===== config.mk =====
export PLATFORM = sky130hd
export DESIGN_NAME = hazard_scoreboard_flat
export DESIGN_NICKNAME = d
export VERILOG_FILES = /design/src/rtl/hazard_scoreboard_if.sv /design/src/rtl/hazard_scoreboard.sv /design/src/flat_wrapper.sv
export SDC_FILE = /design/constraint.sdc
export NUM_CORES = 1
export LEC_CHECK = 0
export CAP_MARGIN = 0
export CORE_ASPECT_RATIO = 1.5
export CORE_MARGIN = 10
export CORE_UTILIZATION = 42
export CTS_BUF_LIST = sky130_fd_sc_hd__clkbuf_16
export CTS_CLUSTER_DIAMETER = 50
export CTS_CLUSTER_SIZE = 28
export DETAILED_ROUTE_END_ITERATION = 8
export HOLD_SLACK_MARGIN = 0.1
export PLACE_DENSITY_LB_ADDON = 0.25
export SYNTH_ARGS = -nofsm -noshare
export SYNTH_HDL_FRONTEND = slang
export SYNTH_SLANG_ARGS = --single-unit

===== constraint.sdc =====
create_clock -name clk -period 3.72 [get_ports clk]
set_input_delay 0.372 -clock clk [delete_from_list [all_inputs] [get_ports clk]]
set_output_delay 0.372 -clock clk [all_outputs]
set_load 0.01 [all_outputs]

===== src/rtl/hazard_scoreboard_if.sv =====
// Decode/hazard bundle between the decode register and the scoreboard.
// master: drives instr_d/valid_d; slave: returns enables, bubble, status.
interface hazard_scoreboard_if;
  logic [31:0] instr_d;
  logic        valid_d;
  logic        en_f;
  logic        en_d;
  logic        bubble_e;
  logic        busy;
  logic [15:0] stall_cnt;

  modport master (
    output instr_d, valid_d,
    input  en_f, en_d, bubble_e, busy, stall_cnt
  );

  modport slave (
    input  instr_d, valid_d,
    output en_f, en_d, bubble_e, busy, stall_cnt
  );
endinterface


===== src/rtl/hazard_scoreboard.sv =====
// Register scoreboard: per-register writeback countdowns plus a branch
// countdown; stalls PC/decode and bubbles execute. Ports: clk, reset, hz.
module hazard_scoreboard #(
  parameter int unsigned WB_LAT = 3,
  parameter int unsigned BR_LAT = 2
) (
  input  logic clk,
  input  logic reset,
  hazard_scoreboard_if.slave hz
);

  localparam logic [2:0] WB = 3'(WB_LAT);
  localparam logic [2:0] BR = 3'(BR_LAT);

  logic [2:0]  sb [32];
  logic [2:0]  bc;
  logic [15:0] cnt;

  logic [5:0] op;
  logic [4:0] rs, rt, rd;
  logic [4:0] dest;
  logic       use_rs, use_rt, is_br;
  logic       data_hz, stall, issue;
  logic       busy_c;
  logic       unused;

  assign op = hz.instr_d[31:26];
  assign rs = hz.instr_d[25:21];
  assign rt = hz.instr_d[20:16];
  assign rd = hz.instr_d[15:11];
  assign unused = ^hz.instr_d[10:0];

  always_comb begin
    dest   = 5'd0;
    use_rs = 1'b0;
    use_rt = 1'b0;
    is_br  = 1'b0;
    unique case (1'b1)
      (op == 6'h00): begin
        dest = rd; use_rs = 1'b1; use_rt = 1'b1;
      end
      (op == 6'h23): begin
        dest = rt; use_rs = 1'b1;
      end
      (op == 6'h2B): begin
        use_rs = 1'b1; use_rt = 1'b1;
      end
      (op == 6'h08), (op == 6'h0A),
      (op == 6'h0C), (op == 6'h0D): begin
        dest = rt; use_rs = 1'b1;
      end
      (op == 6'h0F): dest = rt;
      (op == 6'h04), (op == 6'h05): begin
        use_rs = 1'b1; use_rt = 1'b1; is_br = 1'b1;
      end
      (op == 6'h02): is_br = 1'b1;
      (op == 6'h03): begin
        dest = 5'd31; is_br = 1'b1;
      end
      default: ;
    endcase
  end

  // sb[0] is pinned to zero, so $0 sources never hazard.
  assign data_hz = (use_rs && sb[rs] != 3'd0)
                || (use_rt && sb[rt] != 3'd0);
  assign stall = hz.valid_d & (data_hz | (bc != 3'd0));
  assign issue = hz.valid_d & ~stall;

  assign hz.en_f     = ~reset & ~stall;
  assign hz.en_d     = ~reset & ~stall;
  assign hz.bubble_e = reset | ~issue;

  always_comb begin
    busy_c = (bc != 3'd0);
    for (int i = 0; i < 32; i++)
      busy_c = busy_c | (sb[i] != 3'd0);
  end

  assign hz.busy      = busy_c;
  assign hz.stall_cnt = cnt;

  always_ff @(posedge clk) begin
    if (reset) begin
      for (int i = 0; i < 32; i++)
        sb[i] <= 3'd0;
      bc  <= 3'd0;
      cnt <= 16'd0;
    end else begin
      sb[0] <= 3'd0;
      // A fresh load wins over the decrement (WAW re-load).
      for (int i = 1; i < 32; i++) begin
        if (issue && dest == 5'(i))
          sb[i] <= WB;
        else if (sb[i] != 3'd0)
          sb[i] <= sb[i] - 3'd1;
      end
      if (issue && is_br)
        bc <= BR;
      else if (bc != 3'd0)
        bc <= bc - 3'd1;
      if (stall && cnt != 16'hFFFF)
        cnt <= cnt + 16'd1;
    end
  end

endmodule

===== src/flat_wrapper.sv =====
// flat-port wrapper written by rule: the top's interface ports become plain ports
module hazard_scoreboard_flat 
#(
  parameter int unsigned WB_LAT = 3,
  parameter int unsigned BR_LAT = 2
)
  (clk, reset, hz_instr_d, hz_valid_d, hz_en_f, hz_en_d, hz_bubble_e, hz_busy, hz_stall_cnt);
  hazard_scoreboard_if hz_i ();
  input  logic clk;
  input  logic reset;
  input wire logic [$bits(hz_i.instr_d)-1:0] hz_instr_d;
  input wire logic [$bits(hz_i.valid_d)-1:0] hz_valid_d;
  output wire logic [$bits(hz_i.en_f)-1:0] hz_en_f;
  output wire logic [$bits(hz_i.en_d)-1:0] hz_en_d;
  output wire logic [$bits(hz_i.bubble_e)-1:0] hz_bubble_e;
  output wire logic [$bits(hz_i.busy)-1:0] hz_busy;
  output wire logic [$bits(hz_i.stall_cnt)-1:0] hz_stall_cnt;
  assign hz_i.instr_d = hz_instr_d;
  assign hz_i.valid_d = hz_valid_d;
  assign hz_en_f = hz_i.en_f;
  assign hz_en_d = hz_i.en_d;
  assign hz_bubble_e = hz_i.bubble_e;
  assign hz_busy = hz_i.busy;
  assign hz_stall_cnt = hz_i.stall_cnt;
  hazard_scoreboard #(.WB_LAT(WB_LAT), .BR_LAT(BR_LAT)) u_core (.clk(clk), .reset(reset), .hz(hz_i));
endmodule

==> implementation parameters, run 1 <==
Parameter                              Value

Routing
  Avg Vias per Cell    5.757
  Via count    6833
  Routed wire per std cell    18.43 um
  Detailed Routing Iterations Pass 1    5
  Post-detailed-route DRC marker count    0
  DR iter-0 viols    572
  WL final    21.88 mm
  Number of nets still failing antenna checks after routing    0

Layout
  Final Non-Filler Cells    1187
  Antenna Cells    0
  Layout Cell Area excl Fill    0.009288 sq mm
  Most used cells in the layout excluding fill and tap cells    sky130_fd_sc_hd__edfxtp_1 (93), sky130_fd_sc_hd__inv_1 (73), sky130_fd_sc_hd__ha_1 (63), sky130_fd_sc_hd__nand2_1 (56), sky130_fd_sc_hd__nor2_1 (56)
  Leading cell type in the layout, fill and taps excluded    sky130_fd_sc_hd__edfxtp_1
  Total Nets Final    1025
  Fraction of final layout cells sized beyond drive strength 1    9.667%
  Area overhead of the layout relative to synthesis    14.85%

Power and ir drop
  Leakage power of the design    0.003616 uW
  Sequential cell fraction of total power    40.0%
  Largest vdd supply drop    0.0002438 V
  Pwr Total    6008 uW
  Power per Cell Area    646.8 mW/mm^2
  Cell Int Power    3636 uW
  Part of the total power dissipated in combinational logic    44.4%
  Switching share of total power    39.48%
  Net switching power    2372 uW
  Portion of total power attributed to the clock network    15.6%

Synthesis
  Top-area cell type share of the netlist area    34.54%
  Mapped cell area    0.008087 sq mm
  Largest cells by area after synthesis    sky130_fd_sc_hd__edfxtp_1 (35%), sky130_fd_sc_hd__ha_1 (9.7%), sky130_fd_sc_hd__dfxtp_1 (4.7%)
  Part of the Yosys area used for sequential elements    39.24%
  Net count of the mapped netlist    964
  Number of register bits inferred by synthesis    112
  Mean area per synthesized cell    9.338 sq um
  Yosys warning total    0
  Count of mapped cells out of synthesis    866
  Yosys top cell by area    sky130_fd_sc_hd__edfxtp_1
  Number of library cell types mapped by synthesis    67
  Ys flop type    sky130_fd_sc_hd__edfxtp_1
  Fraction of synthesis flops using an asynchronous set or reset pin    0%
  Number of enable flip-flop cells after synthesis    93

Setup path
  Type of element launching the critical path    input pin
  Required time worst endpoint    3350 ps
  Kind of capture point of the worst setup path    primary output
  CP max stage cell    sky130_fd_sc_hd__clkdlybuf4s50_1
  Delay of the slowest critical-path stage    610 ps
  Most used cell along the critical path    sky130_fd_sc_hd__clkdlybuf4s50_1
  Worst path arrival time    3140 ps
  Start-to-end type of the worst setup path    in -> out
  Critical-path cell list    clkdlybuf4s50_1 > buf_4 > mux4_2 > nand4_1 > a21oi_1 > and4bb_4 > nor2_2 > nand3_1 > clkdlybuf4s50_1
  Crit-path max FO    15

Global route
  Met1 routing resource usage after global routing    19.53%
  GR Util All Layers    17.24%
  Met3 Usage GRT    3.062%
  Maximum number of pins on one net before global-route repair    66
  Vias in the first global route    6656
  GR met2 Demand/Resource    31.35%
  First-pass GRT wire length    34.80 mm
  Remaining Overflow, GRT    0
  Global route hottest layer    met2
  Antenna violations before repair    0

Timing
  Shortest period the worst path allows    3512 ps
  Setup violations, final    0
  Achievable frequency    0.2847 GHz
  Transition time of the tightest slew-check pin    998.4 ps
  Hold WS    467.2 ps
  Setup repair after global routing missed its margin    no
  Sum of negative setup slack    0 ps
  Slew HR    33.44%
  Max Transition Viols Final    0
  Post-route clock skew    9.301 ps
  Hold Violations, Final    0
  Final clock period utilization by the worst path    94.42%

CTS
  Number of hold buffers added after cts    0
  Post-CTS setup buffers    0
  Sinks on Clock Net    112
  Clock-pin slew reported for the worst setup and hold paths after clock tree synthesis    70 ps
  Clock insertion delay at the later pin of the skew report    370 ps
  CTS buffer count    9
  Clock tree root buffer cell    sky130_fd_sc_hd__clkbuf_16
  Maximum level of the CTS H-tree    3
  Max clock buf depth    2
  TritonCTS clock tree    built

Job
  Max-capacitance violation count    0

Worst hold path
  Kind of path behind the tightest hold check    reg -> reg

Run status
  Status    finished clean

Floorplanning
  Die Area    0.02532 sq mm
  Row count    62
  Effective utilization at floorplan    42.37%
  Number of top-level design ports    55
  Width of the die    133.3 um
  Chip height    189.9 um
  Placeable Area    0.01908 sq mm

Place
  Cell area reported after detailed placement    0.009012 sq mm
  Final HPWL DP    16.78 mm
  Total placed cells including tap cells    1172
  I/O Buffers    43
  Final RePlAce weighted congestion    0.8710
## final timing paths
check / slack, ps / start / cells past startpoint / to
setup / recovery: 210 / hz_instr_d[21] / 9 / hz_bubble_e
hold / removal: 470 / u_core.bc[0] / 1 / u_core.bc[0]
setup reg to reg: 550 / u_core.sb[18][0] / 10 / u_core.sb[5][2]
hold reg to reg: 470 / u_core.bc[0] / 1 / u_core.bc[0]
## cell type report
class / count / area [sq um]
Multi-Input combinational cell: 641 / 4439
Fill cell: 1913 / 9796
Timing Repair Buffer: 90 / 810.8
Clock buffer: 9 / 225.2
Clock inverter: 6 / 45.04
Inverter: 73 / 274.0
Tap cell: 256 / 320.3
Sequential cell: 112 / 3173
## cell families after synthesis
family                     count (synthesis)  share of synthesized area, %
xor gates and xnor gates                   1                        0.1083
muxes                                     47                         6.762
adders and majority gates                 63                         9.748
AOI/OAI and AO/OA                        156                         12.53
buffers and inverters                    113                         5.864
and+or+nand+nor                          374                         25.75
DFF                                      112                         39.24
## state kept, by name (all words and copies together) (netlist names)
register and cells:
u_core.bc 3, u_core.hz.stall_cnt 16, u_core.sb 93
## through the flow
stage          worst slack (ps)  utilization (%)
6_report                  207.6            48.67
5_1_grt                   113.2            48.67
4_1_cts                   26.33            48.64
3_5_place_dp              51.58            47.23
3_3_place_gp              57.48            47.23
2_1_floorplan             983.7                -
## per-layer routing
| metal | wire length [um] | share of wire (%) |
|---|---|---|
| met1 | 8558 | 39 |
| met2 | 11560 | 53 |
| met3 | 1179 | 5.4 |
| met4 | 584 | 2.7 |
| met5 | 0 | 0 |
## power by group through the flow
stage / clock (uW) / combinational (uW) / sequential (uW)
after floorplan: 0 / 2030 / 2300
after global placement: 0 / 2620 / 2420
after detailed placement: 0 / 2670 / 2430
after CTS: 957 / 2690 / 2400
after global routing: 1000 / 3030 / 2470
final: 936 / 2670 / 2400
## synthesized netlist by cell type (7+ instances only)
cell type and n:
sky130_fd_sc_hd__a211oi_1 18, sky130_fd_sc_hd__a21oi_1 48, sky130_fd_sc_hd__a31oi_1 35, sky130_fd_sc_hd__and2_1 7
sky130_fd_sc_hd__and3_1 17, sky130_fd_sc_hd__buf_2 10, sky130_fd_sc_hd__buf_4 8, sky130_fd_sc_hd__clkbuf_1 19
sky130_fd_sc_hd__dfxtp_1 19, sky130_fd_sc_hd__edfxtp_1 93, sky130_fd_sc_hd__ha_1 63, sky130_fd_sc_hd__inv_1 73
sky130_fd_sc_hd__mux2_2 9, sky130_fd_sc_hd__mux2i_1 31, sky130_fd_sc_hd__nand2_1 56, sky130_fd_sc_hd__nand2b_1 53
sky130_fd_sc_hd__nand3_1 29, sky130_fd_sc_hd__nand3b_1 16, sky130_fd_sc_hd__nand4_1 10, sky130_fd_sc_hd__nor2_1 56
sky130_fd_sc_hd__nor2b_1 19, sky130_fd_sc_hd__nor3_1 46, sky130_fd_sc_hd__nor4_1 20, sky130_fd_sc_hd__o21ai_0 14
sky130_fd_sc_hd__or3_1 13
## critical path, delay by kind of cell
kind,cells,cell delay (ps)
AO/OA/AOI/OAI,1,80
buffers and inverters,3,1450
multiplexers,1,530
AND/OR/NAND/NOR,4,690
## timing repair
item	CTS	global route
endpoints found under the hold margin	0	0
setup endpoints to repair	0	2
resized for setup	0	2
No activity file was read; power rests on OpenSTA's default activity.
==> run 2, diff against run 1 <==
--- a/config.mk
+++ b/config.mk
@@ -13,7 +13,6 @@
 export CTS_CLUSTER_DIAMETER = 50
 export CTS_CLUSTER_SIZE = 28
 export DETAILED_ROUTE_END_ITERATION = 8
-export HOLD_SLACK_MARGIN = 0.1
 export PLACE_DENSITY_LB_ADDON = 0.25
 export SYNTH_ARGS = -nofsm -noshare
 export SYNTH_HDL_FRONTEND = slang
==> results of run 2 <==
No change in the layout: final DEF, timing and power equal those of run 1.
==> run 3, diff against run 2 <==
--- a/config.mk
+++ b/config.mk
@@ -11,7 +11,7 @@
 export CORE_UTILIZATION = 42
 export CTS_BUF_LIST = sky130_fd_sc_hd__clkbuf_16
 export CTS_CLUSTER_DIAMETER = 50
-export CTS_CLUSTER_SIZE = 28
+export CTS_CLUSTER_SIZE = 24
 export DETAILED_ROUTE_END_ITERATION = 8
 export PLACE_DENSITY_LB_ADDON = 0.25
 export SYNTH_ARGS = -nofsm -noshare
==> results of run 3 <==
No change in the layout: final DEF, timing and power equal those of run 1.
